**src/rtl/pe_ctx_pkg.sv**
```systemverilog
// Shared definitions for the per-PE context sequencer: context word layout,
// the NOP control word and the sequencer state encoding.
package pe_ctx_pkg;

    localparam int unsigned CTX_W = 64;
    // Bits [63:59] are reserved; only the low CTL_W bits ever reach the PE.
    localparam int unsigned CTL_W = 59;

    localparam int unsigned CTL_IN_LSB  = 0;
    localparam int unsigned CTL_OUT_LSB = 9;
    localparam int unsigned PUT_IN_LSB  = 18;
    localparam int unsigned PUT_OUT_LSB = 24;
    localparam int unsigned SEND_LSB    = 30;
    localparam int unsigned REG1_LSB    = 36;
    localparam int unsigned REG2_LSB    = 42;
    localparam int unsigned PE2FU1_LSB  = 48;
    localparam int unsigned PE2FU2_LSB  = 52;
    localparam int unsigned WB_BIT      = 56;
    localparam int unsigned LD_BIT      = 57;
    localparam int unsigned LDW_BIT     = 58;

    localparam int unsigned EDGE_W = 9;
    localparam int unsigned IDX_W  = 6;
    localparam int unsigned SEL_W  = 4;

    // ld stays high so the register file never latches zero into reg[put_in].
    localparam logic [CTX_W-1:0] CTX_NOP = 64'h0200_0000_0000_0000;

    typedef enum logic [1:0] {StIdle, StRun, StDone} ctx_state_e;

endpackage

```
**src/rtl/pe_ctx_seq_if.sv**
```systemverilog
// Config write port plus the control word bundle presented to the PE
// register file / FU pair.
interface pe_ctx_seq_if #(
    parameter int unsigned CTX_AW = 4
);
    logic              cfg_we;
    logic [CTX_AW-1:0] cfg_addr;
    logic              cfg_hi;
    logic [31:0]       cfg_data;
    logic              cfg_err;

    logic [8:0] control_in;
    logic [8:0] control_out;
    logic [5:0] control_put_in;
    logic [5:0] control_put_out;
    logic [5:0] control_send;
    logic [5:0] control_reg_1;
    logic [5:0] control_reg_2;
    logic [3:0] control_pe2fu_1;
    logic [3:0] control_pe2fu_2;
    logic       write_back;
    logic       ld;
    logic       ld_write;

    modport master (
        output cfg_we, cfg_addr, cfg_hi, cfg_data,
        input  cfg_err,
        input  control_in, control_out, control_put_in, control_put_out, control_send,
        input  control_reg_1, control_reg_2, control_pe2fu_1, control_pe2fu_2,
        input  write_back, ld, ld_write
    );

    modport slave (
        input  cfg_we, cfg_addr, cfg_hi, cfg_data,
        output cfg_err,
        output control_in, control_out, control_put_in, control_put_out, control_send,
        output control_reg_1, control_reg_2, control_pe2fu_1, control_pe2fu_2,
        output write_back, ld, ld_write
    );

endinterface

```
**src/rtl/pe_ctx_mem.sv**
```systemverilog
// Context word store: 32-bit half-word writes, asynchronous read.
// Deliberately not reset; contents are owned by the configuration loader.
module pe_ctx_mem
    import pe_ctx_pkg::*;
#(
    parameter int unsigned CTX_DEPTH = 16,
    parameter int unsigned CTX_AW    = 4
) (
    input  logic              CLK,
    input  logic              we,
    input  logic              hi,
    input  logic [CTX_AW-1:0] waddr,
    input  logic [31:0]       wdata,
    input  logic [CTX_AW-1:0] raddr,
    output logic [CTX_W-1:0]  rdata
);

    logic [CTX_W-1:0] mem [CTX_DEPTH];

    always_ff @(posedge CLK) begin
        if (we) begin
            if (hi) mem[waddr][63:32] <= wdata;
            else    mem[waddr][31:0]  <= wdata;
        end
    end

    assign rdata = mem[raddr];

endmodule

```
**src/rtl/pe_ctx_seq.sv**
```systemverilog
// Per-PE context sequencer: replays programmed control words for a number of
// iterations, presenting one registered word per cycle to the register file.
module pe_ctx_seq
    import pe_ctx_pkg::*;
#(
    parameter int unsigned CTX_DEPTH = 16,
    parameter int unsigned CTX_AW    = 4,
    parameter int unsigned ITER_W    = 8
) (
    input  logic              CLK,
    input  logic              RST_N,
    input  logic [CTX_AW-1:0] ctx_len,
    input  logic [ITER_W-1:0] iter_count,
    input  logic              start,
    input  logic              stall,
    output logic              busy,
    output logic              done,
    pe_ctx_seq_if.slave       bus
);

    ctx_state_e        state_q;
    logic [CTX_AW-1:0] pc_q;
    logic [CTX_AW-1:0] len_q;
    logic [ITER_W-1:0] iter_q;
    logic [CTL_W-1:0]  ctrl_q;
    logic              done_q;
    logic              cfg_err_q;

    logic [CTX_W-1:0]  rd_word;
    logic              mem_we;
    logic              unused_rsvd;

    // Config writes are only honoured while idle so a running program stays intact.
    assign mem_we = bus.cfg_we && (state_q == StIdle);

    pe_ctx_mem #(
        .CTX_DEPTH (CTX_DEPTH),
        .CTX_AW    (CTX_AW)
    ) u_mem (
        .CLK   (CLK),
        .we    (mem_we),
        .hi    (bus.cfg_hi),
        .waddr (bus.cfg_addr),
        .wdata (bus.cfg_data),
        .raddr (pc_q),
        .rdata (rd_word)
    );

    assign unused_rsvd = ^rd_word[CTX_W-1:CTL_W];

    always_ff @(posedge CLK or negedge RST_N) begin
        if (!RST_N) begin
            state_q   <= StIdle;
            pc_q      <= '0;
            len_q     <= '0;
            iter_q    <= '0;
            ctrl_q    <= CTX_NOP[CTL_W-1:0];
            done_q    <= 1'b0;
            cfg_err_q <= 1'b0;
        end else begin
            done_q    <= 1'b0;
            cfg_err_q <= bus.cfg_we && (state_q != StIdle);
            unique case (state_q)
                StIdle: begin
                    ctrl_q <= CTX_NOP[CTL_W-1:0];
                    if (start) begin
                        pc_q    <= '0;
                        len_q   <= ctx_len;
                        iter_q  <= iter_count;
                        state_q <= StRun;
                    end
                end
                StRun: begin
                    if (stall) begin
                        ctrl_q <= CTX_NOP[CTL_W-1:0];
                    end else begin
                        ctrl_q <= rd_word[CTL_W-1:0];
                        if (pc_q != len_q) begin
                            pc_q <= pc_q + CTX_AW'(1);
                        end else if (iter_q != '0) begin
                            pc_q   <= '0;
                            iter_q <= iter_q - ITER_W'(1);
                        end else begin
                            state_q <= StDone;
                        end
                    end
                end
                StDone: begin
                    ctrl_q  <= CTX_NOP[CTL_W-1:0];
                    done_q  <= 1'b1;
                    state_q <= StIdle;
                end
                default: state_q <= StIdle;
            endcase
        end
    end

    assign busy = (state_q != StIdle);
    assign done = done_q;

    assign bus.cfg_err         = cfg_err_q;
    assign bus.control_in      = ctrl_q[CTL_IN_LSB  +: EDGE_W];
    assign bus.control_out     = ctrl_q[CTL_OUT_LSB +: EDGE_W];
    assign bus.control_put_in  = ctrl_q[PUT_IN_LSB  +: IDX_W];
    assign bus.control_put_out = ctrl_q[PUT_OUT_LSB +: IDX_W];
    assign bus.control_send    = ctrl_q[SEND_LSB    +: IDX_W];
    assign bus.control_reg_1   = ctrl_q[REG1_LSB    +: IDX_W];
    assign bus.control_reg_2   = ctrl_q[REG2_LSB    +: IDX_W];
    assign bus.control_pe2fu_1 = ctrl_q[PE2FU1_LSB  +: SEL_W];
    assign bus.control_pe2fu_2 = ctrl_q[PE2FU2_LSB  +: SEL_W];
    assign bus.write_back      = ctrl_q[WB_BIT];
    assign bus.ld              = ctrl_q[LD_BIT];
    assign bus.ld_write        = ctrl_q[LDW_BIT];

endmodule
```
**src/flat_wrapper.sv**
```systemverilog
// flat-port wrapper written by rule: the top's interface ports become plain ports
module pe_ctx_seq_flat import pe_ctx_pkg::*;
#(
    parameter int unsigned CTX_DEPTH = 16,
    parameter int unsigned CTX_AW    = 4,
    parameter int unsigned ITER_W    = 8
)
  (CLK, RST_N, ctx_len, iter_count, start, stall, busy, done, bus_cfg_we, bus_cfg_addr, bus_cfg_hi, bus_cfg_data, bus_cfg_err, bus_control_in, bus_control_out, bus_control_put_in, bus_control_put_out, bus_control_send, bus_control_reg_1, bus_control_reg_2, bus_control_pe2fu_1, bus_control_pe2fu_2, bus_write_back, bus_ld, bus_ld_write);
  pe_ctx_seq_if #(.CTX_AW(CTX_AW)) bus_i ();
  input  logic CLK;
  input  logic RST_N;
  input  logic [CTX_AW-1:0] ctx_len;
  input  logic [ITER_W-1:0] iter_count;
  input  logic start;
  input  logic stall;
  output logic busy;
  output logic done;
  input wire logic [$bits(bus_i.cfg_we)-1:0] bus_cfg_we;
  input wire logic [$bits(bus_i.cfg_addr)-1:0] bus_cfg_addr;
  input wire logic [$bits(bus_i.cfg_hi)-1:0] bus_cfg_hi;
  input wire logic [$bits(bus_i.cfg_data)-1:0] bus_cfg_data;
  output wire logic [$bits(bus_i.cfg_err)-1:0] bus_cfg_err;
  output wire logic [$bits(bus_i.control_in)-1:0] bus_control_in;
  output wire logic [$bits(bus_i.control_out)-1:0] bus_control_out;
  output wire logic [$bits(bus_i.control_put_in)-1:0] bus_control_put_in;
  output wire logic [$bits(bus_i.control_put_out)-1:0] bus_control_put_out;
  output wire logic [$bits(bus_i.control_send)-1:0] bus_control_send;
  output wire logic [$bits(bus_i.control_reg_1)-1:0] bus_control_reg_1;
  output wire logic [$bits(bus_i.control_reg_2)-1:0] bus_control_reg_2;
  output wire logic [$bits(bus_i.control_pe2fu_1)-1:0] bus_control_pe2fu_1;
  output wire logic [$bits(bus_i.control_pe2fu_2)-1:0] bus_control_pe2fu_2;
  output wire logic [$bits(bus_i.write_back)-1:0] bus_write_back;
  output wire logic [$bits(bus_i.ld)-1:0] bus_ld;
  output wire logic [$bits(bus_i.ld_write)-1:0] bus_ld_write;
  assign bus_i.cfg_we = bus_cfg_we;
  assign bus_i.cfg_addr = bus_cfg_addr;
  assign bus_i.cfg_hi = bus_cfg_hi;
  assign bus_i.cfg_data = bus_cfg_data;
  assign bus_cfg_err = bus_i.cfg_err;
  assign bus_control_in = bus_i.control_in;
  assign bus_control_out = bus_i.control_out;
  assign bus_control_put_in = bus_i.control_put_in;
  assign bus_control_put_out = bus_i.control_put_out;
  assign bus_control_send = bus_i.control_send;
  assign bus_control_reg_1 = bus_i.control_reg_1;
  assign bus_control_reg_2 = bus_i.control_reg_2;
  assign bus_control_pe2fu_1 = bus_i.control_pe2fu_1;
  assign bus_control_pe2fu_2 = bus_i.control_pe2fu_2;
  assign bus_write_back = bus_i.write_back;
  assign bus_ld = bus_i.ld;
  assign bus_ld_write = bus_i.ld_write;
  pe_ctx_seq #(.CTX_DEPTH(CTX_DEPTH), .CTX_AW(CTX_AW), .ITER_W(ITER_W)) u_core (.CLK(CLK), .RST_N(RST_N), .ctx_len(ctx_len), .iter_count(iter_count), .start(start), .stall(stall), .busy(busy), .done(done), .bus(bus_i));
endmodule
```
**config.mk**
```make
export PLATFORM = sky130hd
export DESIGN_NAME = pe_ctx_seq_flat
export DESIGN_NICKNAME = d
export VERILOG_FILES = /design/src/rtl/pe_ctx_pkg.sv /design/src/rtl/pe_ctx_seq_if.sv /design/src/rtl/pe_ctx_mem.sv /design/src/rtl/pe_ctx_seq.sv /design/src/flat_wrapper.sv
export SDC_FILE = /design/constraint.sdc
export NUM_CORES = 1
export LEC_CHECK = 0
export BUFFER_PORTS_ARGS = -buffer_cell sky130_fd_sc_hd__buf_2
export CORE_MARGIN = 1
export CORE_UTILIZATION = 45
export CTS_CLUSTER_DIAMETER = 150
export DETAILED_ROUTE_END_ITERATION = 12
export GPL_TIMING_DRIVEN = 0
export SETUP_SLACK_MARGIN = 0.1
export SYNTH_ARGS = -nofsm -noshare
export SYNTH_HDL_FRONTEND = slang
export SYNTH_SLANG_ARGS = --single-unit
```
**constraint.sdc**
```tcl
create_clock -name CLK -period 5.7 [get_ports CLK]
set_input_delay 1.14 -clock CLK [delete_from_list [all_inputs] [get_ports CLK]]
set_output_delay 1.14 -clock CLK [all_outputs]
set_load 0.03 [all_outputs]
```
Word-level counts from Yosys, hierarchy flattened --
Memories as Yosys holds them, arrays and structs flattened. Index checks and enable logic that the tools add are counted.
Cells by class: equality and inequality tests 9, shift operators 0, multiply operators 0, bitwise gates (word level) 0, add/sub/neg operators 2, multiplexer cells 24, div/mod/pow operators 0, reductions and logical operators 12, order comparisons 0
Operators by type and width (number):
- $pmux W59 S2 | 1
- $mux W59 | 1
- $mux W8 | 4
- $mux W4 | 4
- $pmux W8 S2 | 1
- $mux W2 | 4
- $ne A2 B2 Y1 const B | 4
- $pmux W4 S2 | 1
- $reduce_and A4 Y1 | 2
- $reduce_bool A8 Y1 | 1
- $sub A8 B1 Y8 const B | 1
- $mux W1 | 7
- $reduce_bool A2 Y1 | 3
- $reduce_and A5 Y1 | 1
- $add A4 B1 Y4 const B | 1
- $ne A4 B4 Y1 | 1
- $pmux W2 S2 | 1
- $ne A3 B1 Y1 const B | 1
- $eq A2 B1 Y1 const B | 1
- $eq A2 B2 Y1 const B | 1
- $logic_and A1 B1 Y1 | 2
- $logic_not A2 Y1 | 1
- $ne A2 B1 Y1 const B | 1
- $reduce_and A2 Y1 | 1
- $reduce_or A2 Y1 | 1
Storage, ports and cells: bits of input ports 54, memories kept 1, bits in writable memories 1024, register bits after elaboration 79, latch bits 0, memory bits (read-only) 0
Memories:
- u_core.u_mem.mem | words 16, width 64, rd ports 1, clocked after memory_dff 0, wr ports 1, RTL line pe_ctx_mem.sv:18 | logic [CTX_W-1:0] mem [CTX_DEPTH];

Depth between registers and ports, before layout --
depth in word-level cells 5, gate-level depth with buffers 7

Modules after synthesis --
From an unflattened synthesis, not the netlist that was laid out.
Unflattened totals: cell total of the unflattened synthesis 1874, area, all modules 41621.2 um^2
By module, submodules not included:
- pe_ctx_mem | area an instance 38406.8 um^2, times used 1, sequential area each 30749.5 um^2, cells each 1613
- pe_ctx_seq | area an instance 3214.3 um^2, times used 1, sequential area each 1978.1 um^2, cells each 261

Worst setup path before layout --
Ideal clock, no wire load.
kind input to register, from input bus_cfg_hi, to memory u_core.u_mem.mem[12][0] (enable), arrival 3182 ps, setup slack 2097 ps, path buffers 0, library setup time 421 ps, stages 3, path through nor4b_1 -> nand3_1 -> nor2_1
Between the ends: word-level cells in the longest chain between the ends 3
Ends and longest elaborated chain:
- start: declaration | RTL line flat_wrapper.sv:20 | input wire logic [$bits(bus_i.cfg_hi)-1:0] bus_cfg_hi;
- $mux W1 | RTL line pe_ctx_mem.sv:22 | if (hi) mem[waddr][63:32] <= wdata;
- $mux W1 | RTL line pe_ctx_mem.sv:21 | if (we) begin
- $mux W1 (implied by the code) | RTL line pe_ctx_mem.sv:23 | else mem[waddr][31:0] <= wdata;
- end: declaration | RTL line pe_ctx_mem.sv:18
Every way passes these cells.

Worst setup path after layout --
from register u_core.state_q[1], to memory u_core.u_mem.mem[15][27] (enable)
Between the ends: word-level cells in the longest chain between the ends 4
Ends and longest elaborated chain:
- start: declaration | RTL line pe_ctx_seq.sv:21 | ctx_state_e state_q;
- start signal: assignment | RTL line pe_ctx_seq.sv:53 | state_q <= StIdle;
- start signal: assignment | RTL line pe_ctx_seq.sv:70 | state_q <= StRun;
- start signal: assignment | RTL line pe_ctx_seq.sv:84 | state_q <= StDone;
- $logic_not A2 Y1 | RTL line pe_ctx_seq.sv:34 | assign mem_we = bus.cfg_we && (state_q == StIdle);
- $logic_and A1 B1 Y1 | RTL line pe_ctx_seq.sv:34
- $mux W1 | RTL line pe_ctx_mem.sv:21
- $mux W1 (implied by the code) | RTL line pe_ctx_mem.sv:23
Every way passes these cells.

==> results by stage <==
Route:
- The total via count after detailed routing is 19.5k.
- The detail route stage leaves a number of antenna-violating nets equal to 0.
- Before antenna repair, the detailed router went through 5 iterations.
- The post-detailed-routing wire length is 101000 um.
- The detailed router finished its first iteration with 2203 violations.
- The detail-routed via count per cell is 5.98.
- In the final routed layout, each cell accounts on average for 30.9 um.
- The remaining design rule violation count is 0.

Logic synthesis:
- Sorting the synthesized cells by area gives the leading types as edfxtp_1 (73%), mux4_2 (14%), dfrtp_1 (5.0%).
- After synthesis, the most frequently instantiated cells are edfxtp_1 (944), mux4_2 (236), nand2_1 (84).
- The average cell area after synthesis is 22.2 sq um.
- The leading area contributor after synthesis is edfxtp_1.
- Among all flip-flop cells after synthesis, the most frequent one is edfxtp_1.
- The number of flops mapped to enable cells by yosys is 944.
- The cell with the most instances after synthesis is edfxtp_1.
- The total of flip-flops plus latches after synthesis is 1023.
- When the netlist entered floorplanning its net count stood at 1808.
- The Yosys step of the flow raised 0 warnings.
- The total standard cell area after synthesis is 38800 sq um.
- The count of different cell masters after synthesis is 56.
- Of the synthesized area, sequential elements account for 78.1%.
- The share of the synthesized area in the top cell type is 73.0%.
- The fraction of registers with async set or reset after synthesis is 7.72%.
- Synthesis handed over a netlist of 1751 instances.

Clock network:
- Gates resized during post-CTS repair numbered 0.
- The largest buffer count on any clock path is 3.
- After clock tree synthesis, the setup repair step added 0 buffers.
- The clock latency at the later pin of the worst-skew pair is 0.69 ns.
- TritonCTS built the clock tree.
- Buffers inserted to repair hold after CTS numbered 0.
- The CTS clock-pin slew for the worst setup and hold paths is 0.06 ns.
- The total number of clock tree sinks is 1023.
- The H-tree generated during clock tree synthesis spans 3 levels.
- Buffers inserted during clock tree synthesis total 105.
- CTS placed an instance of clkbuf_16 at the clock tree root.

Place:
- OpenSTA, run right after detailed placement, puts the worst setup slack at 1.62 ns.
- Routability-driven placement finished with a final weighted congestion of 0.776.
- The number of instances in the placed design is 3050.
- Buffers placed on the I/O ports in this run total 115.
- The instance area after placement is 42000 sq um.
- The final HPWL from detailed placement is 62400 um.

Worst setup path:
- Of all nets on the critical path, the largest fanout is 19.
- The signal on the critical path passes through buf_2 -> nor4b_2 -> nand3_1 -> nor2_4 -> buf_16.
- The cell family contributing the most delay on the critical path is simple AND/OR/NAND/NOR gates.
- The data arrival time of the critical path is 4.04 ns.
- The worst setup path is launched from a flip-flop.
- For the worst setup path, the data required time is 6.07 ns.
- The slowest stage of the critical path is the nor4b_2 cell.
- The startpoint-to-endpoint class of the critical path is flip-flop to flip-flop.
- On the worst path, the slowest cell contributes a delay of 0.95 ns.
- The sum of buffers and inverters on the critical path is 2.
- The kind of end point of the critical path is a flip-flop.

Outcome:
- The run finished with clean final reports.

Die:
- From left edge to right edge, the die measures 296 um.
- The overall die height is 296 um.
- In this run the core area contains 107 standard-cell rows.
- The total die area is 87400 sq um.
- The region available for standard cell placement spans 85300 sq um.
- The effective utilization at floorplan is 45.5%.
- The count of boundary I/O pins is 116.

Global routing:
- The via count of the first global-routing pass is 19.7k.
- Across every metal layer, demand over resource in global routing totals 23.5%.
- The total congestion overflow after global routing is 0.
- The first-pass GRT wire length is 143000 um.
- The initial antenna violation count is 6.
- Entering global routing, the biggest net connects 55 pins.

Power:
- The power per cell area is 436 nW/um^2.
- In this run switching power makes up 28.5% of total power.
- The part of the power in registers is 43.5%.
- The power after layout is 19.8 mW.
- In this run, the combinational gates consume 21.8% of the power.
- In this run, the clock network consumes 34.6% of the power.
- Summed over all cells, the static leakage comes to 14.6 nW.
- Cell internal power was estimated by the tool at 14.2 mW.
- The largest vdd supply drop is 0.000253 V.
- The net switching component of the power is 5.66 mW.

STA:
- Final hold analysis gives a worst-case slack of 0.367 ns.
- The setup violation total in the final timing report is 0.
- The headroom to the max-slew limit is 11.4%.
- Subtracting the final worst setup slack from the clock period gives 3.67 ns.
- The number of slew-limit violations in the final report was 0.
- Setup repair after global routing left no endpoint under its margin.
- The worst path uses 64.4% of the clock period.
- For the pin with the worst max-slew slack, the measured transition is 1.33 ns.
- The number of hold-slack violations in the final timing report was 0.
- For the final database, setup skew stands at 0.0232 ns.
- The final critical-path setup slack is 2.03 ns.
- The fmax is 273 MHz.

Finish:
- In the final layout, flip-flops and latches occupy 30300 sq um.
- The number of standard cells in the layout, taps in and fillers out is 3253.
- After routing the design area is 45500 sq um.
- The count of filler cells inserted in the layout is 6631.
- In the final layout, the share of cells above drive strength 1 is 30.6%.
- The final layout contains 2070 nets.
- The multi-input combinational cells in the finished layout cover a total of 8160 sq um.
- The area growth from synthesis to layout is 17.2%.

Hold path:
- The type of the worst min-delay path is input port to async pin.

Flow run:
- Across the run, the number of max-cap violations was 0.
-- worst reg2reg max path, stage by stage, from the launching register on --
cell     delay (ns)
dfrtp_1        0.42
buf_2          0.20
nor4b_2        0.95
nand3_1        0.60
nor2_4         0.93
buf_16         0.26
-- area by class of cell --
cell class / instances / area share, %
clock buffers: 152 / 6.45
inverters: 9 / 0.0743
diodes: 4 / 0.0220
plain buffers: 92 / 1.17
well taps: 1144 / 3.15
repair buffers: 155 / 3.35
multi-input cells: 627 / 17.9
flip-flops and latches: 1023 / 66.7
clock inverters: 47 / 1.18
-- power groups by stage --
stage               combinational [mW]  sequential, mW  clock, mW
finish                            4.33            8.64       6.87
CTS                               4.39            8.64       6.96
detailed placement                4.38            8.79          0
global placement                  4.31            8.79          0
floorplan                         2.52            9.08          0
global route                      4.58            8.66       7.24
-- cells by family after synthesis --
family | share of synthesized area [%]
compound gates | 2.89
xor+xnor | 0.0903
fa+ha+maj | 0.0967
buf+inv | 1.46
flops | 78.1
mux | 15.2
simple gates | 2.13
-- final timing paths --
| kind | from | endpoint | slack [ns] | depth (start not counted) |
|---|---|---|---|---|
| setup / recovery | u_core.state_q[1]$_DFFE_PN0P_ | u_core.u_mem.mem[15][27]$_DFFE_PP_ | 2.03 | 5 |
| min in group CLK | u_core.ctrl_q[26]$_DFFE_PN0P_ | u_core.ctrl_q[26]$_DFFE_PN0P_ | 0.49 | 2 |
| hold reg to reg | u_core.ctrl_q[26]$_DFFE_PN0P_ | u_core.ctrl_q[26]$_DFFE_PN0P_ | 0.49 | 2 |
| hold / removal | RST_N | u_core.ctrl_q[29]$_DFFE_PN0P_ | 0.37 | 1 |
| setup reg to reg | u_core.state_q[1]$_DFFE_PN0P_ | u_core.u_mem.mem[15][27]$_DFFE_PP_ | 2.03 | 5 |
| max in group asynchronous | RST_N | u_core.ctrl_q[36]$_DFFE_PN0P_ | 4.59 | 2 |
-- metrics by stage --
step	TNS [ns]	utilization, %
4_1_cts	0	53.3
3_5_place_dp	0	49.3
5_1_grt	0	53.3
2_1_floorplan	0	-
6_report	0	53.3
3_3_place_gp	-441.63	47.9
-- placed cells by master (no fill, tap or decap), types with 11 or more instances in the layout --
cell       synthesis  final
mux2i_1           58     58
buf_2             30    144
nor2_4             1     33
clkbuf_16          0    106
nand2_1           84     84
a22oi_1           59     59
buf_4             16     16
buf_12             0     21
mux4_2           236    236
clkbuf_8           0     11
clkbuf_1          18     53
edfxtp_1         944    944
nor2_1            43     11
dfrtp_1           78     78
clkinv_1           0     13
o211ai_1          62     62
clkinv_2           0     17
buf_6             12     13
buf_16             0     19
buf_1             16     16
-- flip-flops by register name, summed over array words and instances, names as in the netlist --
name                cells
u_core.pc_q             4
u_core.done             1
u_core.state_q          2
u_core.u_mem.mem      944
u_core.iter_q           8
u_core.bus.cfg_err      1
u_core.ctrl_q          59
u_core.len_q            4
-- per-layer routing --
metal | track usage [%] | wire [um] | vias to the layer above
met2 | 37.5 | 48600 | 879
met4 | 5.45 | 2180 | 6
li1 | - | - | 7910
met1 | 33.5 | 41600 | 10499
met5 | 0 | 41 | -
met3 | 4.93 | 8270 | 157
No activity file was read; power rests on OpenSTA's default activity.
